--- config.mk ---
export PLATFORM = sky130hd
export DESIGN_NAME = layer_laser_fx
export DESIGN_NICKNAME = d
export VERILOG_FILES = /design/src/rtl/layer_laser_fx.sv
export SDC_FILE = /design/constraint.sdc
export NUM_CORES = 1
export LEC_CHECK = 0
export BUFFER_PORTS_ARGS = -buffer_cell sky130_fd_sc_hd__buf_4
export CAP_MARGIN = 20
export CORE_MARGIN = 2
export CORE_UTILIZATION = 40
export CTS_CLUSTER_DIAMETER = 40
export CTS_CLUSTER_SIZE = 40
export DETAILED_ROUTE_END_ITERATION = 8
export SETUP_SLACK_MARGIN = 0.3
export SYNTH_ARGS = -nofsm -noshare
export SYNTH_HDL_FRONTEND = slang
export SYNTH_SLANG_ARGS = --single-unit
--- constraint.sdc ---
create_clock -name clk -period 9.9 [get_ports clk]
set_input_delay 0.99 -clock clk [delete_from_list [all_inputs] [get_ports clk]]
set_output_delay 0.99 -clock clk [all_outputs]
set_load 0.03 [all_outputs]
--- src/rtl/layer_laser_fx.sv ---
// layer_laser_fx: frame-sequenced laser overlay layer for the VGA compositor.
//
// A fire request in IDLE latches the shot's range and quadrant. The shot then
// steps through PENDING, FIRE, FADE and COOLDOWN, with each phase counted in
// video frames. While the shot is in FIRE or FADE and the viewed quadrant
// matches the shot's quadrant, the block draws a vertical beam. During FIRE it
// also draws an edge flash frame. Pixel outputs are registered (1-cycle latency).
//
// Ports:
//   clk, rst_n        clock, asynchronous active-low reset
//   fire_req          shot request (honoured only in IDLE)
//   fire_r            shot range, saturated to 15
//   fire_quadrant     quadrant of the shot
//   frame_start       one-cycle pulse at the start of each frame
//   h_cnt, v_cnt      current pixel column / row
//   view_quadrant     quadrant currently displayed
//   fire_ack          one-cycle pulse: request accepted
//   busy              high in every state except IDLE
//   hit_strobe        one-cycle pulse on the first FIRE cycle
//   hit_r             latched saturated range
//   hit_quadrant      latched quadrant
//   layer_valid       pixel belongs to this layer (registered)
//   pixel_out         RGB444 pixel (registered)
module layer_laser_fx #(
  parameter int unsigned VGA_XRES        = 640,
  parameter int unsigned VGA_YRES        = 480,
  parameter int unsigned NUM_QUADRANTS   = 4,
  parameter int unsigned R_WIDTH         = 4,
  parameter int unsigned FIRE_FRAMES     = 8,
  parameter int unsigned FADE_FRAMES     = 4,
  parameter int unsigned COOLDOWN_FRAMES = 6,
  parameter int unsigned BEAM_HALF_W     = 20,
  parameter int unsigned FRAME_INSET     = 20,
  localparam int unsigned QW = (NUM_QUADRANTS > 1) ? $clog2(NUM_QUADRANTS) : 1
) (
  input  logic               clk,
  input  logic               rst_n,
  input  logic               fire_req,
  input  logic [R_WIDTH-1:0] fire_r,
  input  logic [QW-1:0]      fire_quadrant,
  input  logic               frame_start,
  input  logic [9:0]         h_cnt,
  input  logic [9:0]         v_cnt,
  input  logic [QW-1:0]      view_quadrant,
  output logic               fire_ack,
  output logic               busy,
  output logic               hit_strobe,
  output logic [3:0]         hit_r,
  output logic [QW-1:0]      hit_quadrant,
  output logic               layer_valid,
  output logic [11:0]        pixel_out
);

  localparam int unsigned MAXF12 = (FIRE_FRAMES > FADE_FRAMES) ? FIRE_FRAMES : FADE_FRAMES;
  localparam int unsigned MAXF   = (MAXF12 > COOLDOWN_FRAMES) ? MAXF12 : COOLDOWN_FRAMES;
  localparam int unsigned CW     = (MAXF > 1) ? $clog2(MAXF) : 1;

  localparam logic [CW-1:0] FireLoad = CW'(FIRE_FRAMES - 1);
  localparam logic [CW-1:0] FadeLoad = CW'(FADE_FRAMES - 1);
  localparam logic [CW-1:0] CoolLoad = CW'(COOLDOWN_FRAMES - 1);

  localparam logic signed [11:0] XRES_S  = 12'(VGA_XRES);
  localparam logic signed [11:0] YRES_S  = 12'(VGA_YRES);
  localparam logic signed [11:0] XHALF_S = 12'(VGA_XRES / 2);
  localparam logic signed [11:0] BEAM_S  = 12'(BEAM_HALF_W);
  localparam logic signed [11:0] INSET_S = 12'(FRAME_INSET);

  localparam logic [11:0] ColCore  = 12'h0CF;
  localparam logic [11:0] ColBeam  = 12'h28F;
  localparam logic [11:0] ColFrame = 12'h24F;
  localparam logic [11:0] ColFade  = 12'h128;

  typedef enum logic [2:0] {StIdle, StPending, StFire, StFade, StCooldown} state_e;

  state_e        state_q;
  logic [CW-1:0] cnt_q;

  // Range saturation, valid for any R_WIDTH
  logic [R_WIDTH+3:0] fire_r_ext;
  logic [3:0]         fire_r_sat;

  always_comb begin
    fire_r_ext = (R_WIDTH + 4)'(fire_r);
    fire_r_sat = (fire_r_ext > (R_WIDTH + 4)'(15)) ? 4'd15 : fire_r_ext[3:0];
  end

  // Beam geometry in 12-bit signed arithmetic; negative lower bounds clamp to 0
  // because the pixel coordinates being compared are never negative.
  logic signed [11:0] hs, vs, rs;
  logic signed [11:0] end_y, len, hw, dx, adx;
  logic               row_in, core, beam, edge_frame, show;
  logic               lv_d;
  logic [11:0]        px_d;

  always_comb begin
    hs    = signed'({2'b00, h_cnt});
    vs    = signed'({2'b00, v_cnt});
    rs    = signed'({8'h00, hit_r});
    end_y = YRES_S - 12'sd80 - 12'sd15 * rs;
    len   = 12'sd40 - 12'sd2 * rs;
    hw    = vs >>> 3;
    dx    = hs - XHALF_S;
    adx   = (dx < 12'sd0) ? -dx : dx;

    row_in = (vs >= end_y) && (vs <= end_y + len);
    core   = row_in && (adx <= hw);
    beam   = row_in && (adx <= hw + BEAM_S);
    edge_frame = (hs <= INSET_S - rs) || (hs >= XRES_S - INSET_S + rs) ||
                 (vs <= INSET_S - rs) || (vs >= YRES_S - INSET_S + rs);

    show = ((state_q == StFire) || (state_q == StFade)) && (view_quadrant == hit_quadrant);

    lv_d = 1'b0;
    px_d = 12'h000;
    if (show && (state_q == StFire)) begin
      if (core) begin
        lv_d = 1'b1;
        px_d = ColCore;
      end else if (beam) begin
        lv_d = 1'b1;
        px_d = ColBeam;
      end else if (edge_frame) begin
        lv_d = 1'b1;
        px_d = ColFrame;
      end
    end else if (show && beam) begin
      lv_d = 1'b1;
      px_d = ColFade;
    end
  end

  assign busy = (state_q != StIdle);

  always_ff @(posedge clk or negedge rst_n) begin
    if (!rst_n) begin
      state_q      <= StIdle;
      cnt_q        <= '0;
      fire_ack     <= 1'b0;
      hit_strobe   <= 1'b0;
      hit_r        <= 4'd0;
      hit_quadrant <= '0;
      layer_valid  <= 1'b0;
      pixel_out    <= 12'h000;
    end else begin
      fire_ack    <= 1'b0;
      hit_strobe  <= 1'b0;
      layer_valid <= lv_d;
      pixel_out   <= px_d;
      unique case (state_q)
        StIdle: begin
          // Accepted regardless of frame_start; PENDING waits for the next one
          if (fire_req) begin
            state_q      <= StPending;
            hit_r        <= fire_r_sat;
            hit_quadrant <= fire_quadrant;
            fire_ack     <= 1'b1;
          end
        end
        StPending: begin
          if (frame_start) begin
            state_q    <= StFire;
            cnt_q      <= FireLoad;
            hit_strobe <= 1'b1;
          end
        end
        StFire: begin
          if (frame_start) begin
            if (cnt_q == '0) begin
              state_q <= StFade;
              cnt_q   <= FadeLoad;
            end else begin
              cnt_q <= cnt_q - 1'b1;
            end
          end
        end
        StFade: begin
          if (frame_start) begin
            if (cnt_q == '0) begin
              state_q <= StCooldown;
              cnt_q   <= CoolLoad;
            end else begin
              cnt_q <= cnt_q - 1'b1;
            end
          end
        end
        StCooldown: begin
          if (frame_start) begin
            if (cnt_q == '0) begin
              state_q <= StIdle;
            end else begin
              cnt_q <= cnt_q - 1'b1;
            end
          end
        end
        default: state_q <= StIdle;
      endcase
    end
  end

endmodule

==> run metrics <==
status complete, no violations; Critical Path AT 5.86 ns; # rows 33; largest net degree at the start of global routing 21; final setup TNS 0 ns; Post-Syn Area 0.003311 mm^2; Worst Hold Class flop to flop; Synth Warn # 0; I/O pin cnt 54; Post-route DRC 0; WP data required 10.05 ns; crit-path max FO 10; Die Y 94.98 um; synth unique cells 59; Worst Setup End Kind flop; layout cells sized above 1 0.1498; final RePlAce weighted congestion 0.8942; asr flop ratio synth 1.000; most frequent cell after synthesis ha_1; post-CTS setup repair buffer count 0; Seq cells post-synth 20; actual slew at the worst max-slew pin 0.7886 ns; DPL Wire Length 6639 um; MaxCap Viol Count 0; main area contributors after synthesis ha_1 (29%), dfrtp_1 (15%), inv_1 (6.0%); Slew Viols, Final 0; GRT Util Overall 0.1751; Tcrit/Tclk final 0.5760; CTS tree built; Iter 0 DRT Violations 119; gr ovfl total 0; PostCTS Resize Cnt 0; DIE WIDTH 94.98 um; Clock Skew 0.001416 ns; predominant post-synthesis flop cell dfrtp_1; post-route minimum period 5.702 ns; nets 551; drt total wl 7760 um; Synth Area per Inst 8.467 um^2; area delta synth->final 14.63%; Root Buffer clkbuf_8; CTS buffer count 3; top post-synthesis cells by count ha_1 (77), inv_1 (53), a21oi_1 (29); IO Port Bufs 50; initial antenna violation count 0; Worst-path clk slew 0.07 ns; global-route wire length before repair 12650 um; number of synthesized flops with an enable pin 0; CORE AREA 0.008134 mm^2; RSZ-0062 raised after global routing no; Seq/Total Area, Yosys 0.1512; WL/cell 14.40 um; Max Freq 0.1754 GHz; ant diodes 0; largest area contributor in the netlist ha_1; Max clock buf depth 2; Detailed Routing Iterations Pass 1 4; final number of hold-violating endpoints 0; area fraction of the dominant cell type after synthesis 0.2910; Post-DRT Antenna Nets 0; Mapped Cells 391; cts hold-fix bufs 0; Via density 5.330; vias post-DR 2873; Worst-Skew Late Latency 0.25 ns; Setup violations, final 0; htree depth 1; Clock Sinks 20; Starting Density 0.4070; number of global-route vias before repair 2756; startpoint types flop; Worst R2R Setup Slack 4.20 ns; Fillers 806; Max-slew headroom 0.4729; DIE AREA 0.009020 mm^2; CP Class flop to flop
routing by layer:
| metal | global-route usage | share of wire |
|---|---|---|
| met5 | 0 | 0 |
| met3 | 0.01915 | 0.029 |
| met2 | 0.3008 | 0.47 |
| met4 | 0.01932 | 0.0066 |
| met1 | 0.2437 | 0.49 |
worst paths after layout:
path                                       from                      to  cells after the start
setup / recovery           hit_r[2]$_DFFE_PN0P_  pixel_out[8]$_DFF_PN0_                     22
hold / removal             cnt_q[0]$_DFFE_PN0P_    cnt_q[0]$_DFFE_PN0P_                      1
setup reg to reg           hit_r[2]$_DFFE_PN0P_  pixel_out[8]$_DFF_PN0_                     22
hold reg to reg            cnt_q[0]$_DFFE_PN0P_    cnt_q[0]$_DFFE_PN0P_                      1
max in group asynchronous                 rst_n    hit_r[2]$_DFFE_PN0P_                      1
min in group asynchronous                 rst_n  pixel_out[2]$_DFF_PN0_                      1
logic make-up after synthesis:
| family | count (synthesis) | synth area share |
|---|---|---|
| XOR/XNOR | 24 | 0.06349 |
| buffers and inverters | 65 | 0.08163 |
| adder cells (fa/ha/maj) | 83 | 0.3273 |
| other | 1 | 0.001133 |
| AND/OR/NAND/NOR | 96 | 0.1599 |
| flip-flops | 20 | 0.1512 |
| multiplexers | 3 | 0.01020 |
| AO/OA/AOI/OAI | 99 | 0.2052 |
worst max-delay path, cell delays in order, from the launching register on:
cell and delay [ns]:
dfrtp_1 0.58, inv_1 0.25, fa_1 0.49, fa_1 0.49
inv_1 0.04, ha_1 0.26, inv_1 0.04, ha_1 0.32
a21oi_1 0.24, xnor2_1 0.17, inv_1 0.07, ha_1 0.34
nand2_1 0.06, o21ai_0 0.25, nand3_1 0.13, xnor2_1 0.15
ha_1 0.21, nor4_1 0.27, o21ai_0 0.15, o211a_1 0.26
a2111oi_4 0.40, nand3_2 0.17, nor4_2 0.24
metrics by stage:
stage	worst slack (ns)	instance area [um^2]	util	std cells	hold slack [ns]
detailed placement	4.205	3754	0.4615	536	0.5115
floorplan	4.566	3318	-	393	0.4693
global route	3.665	3795	0.4665	539	0.5363
finish	4.198	3795	0.4665	539	0.5098
CTS	4.147	3795	0.4665	539	0.5216
global placement	4.435	3754	0.4615	536	0.4973
layout make-up:
cell class / instances / area, um^2 / area share
multi-input combinational: 308 / 2547 / 0.6713
tap: 105 / 131.4 / 0.03462
inverter: 53 / 198.9 / 0.05242
timing repair buffer: 50 / 375.4 / 0.09891
clock buffer: 3 / 41.29 / 0.01088
sequential: 20 / 500.5 / 0.1319
flip-flops by register name (all words and copies together) (netlist names):
| name | count |
|---|---|
| cnt_q | 3 |
| fire_ack | 1 |
| hit_quadrant | 2 |
| hit_r | 4 |
| hit_strobe | 1 |
| layer_valid | 1 |
| pixel_out | 5 |
| state_q | 3 |
cell usage in the layout (no fill, tap or decap), drive strengths merged, types with 3 or more instances in the layout:
master  Yosys  final
a311oi      3      3
buf         7     50
nand2b      4      4
inv        53     53
a221o       3      3
dfrtp      20     20
nor2       15     15
clkbuf      5      3
o21ai      22     22
fa          6      6
a31oi       3      3
or3         5      5
mux2        3      3
a21oi      29     29
ha         77     77
nand4       5      5
nor3        5      5
nor4        5      5
a21o       10     10
nand3b      3      3
nand2      24     24
and3        5      5
a211oi      3      3
xnor2      12     12
xor2       12     12
nor2b       9      9
nand3       9      9
conb        1      3
Power is left out: the tool's default activity adds up to more than one toggle a clock period on the data nets, which glitch-free logic cannot reach.
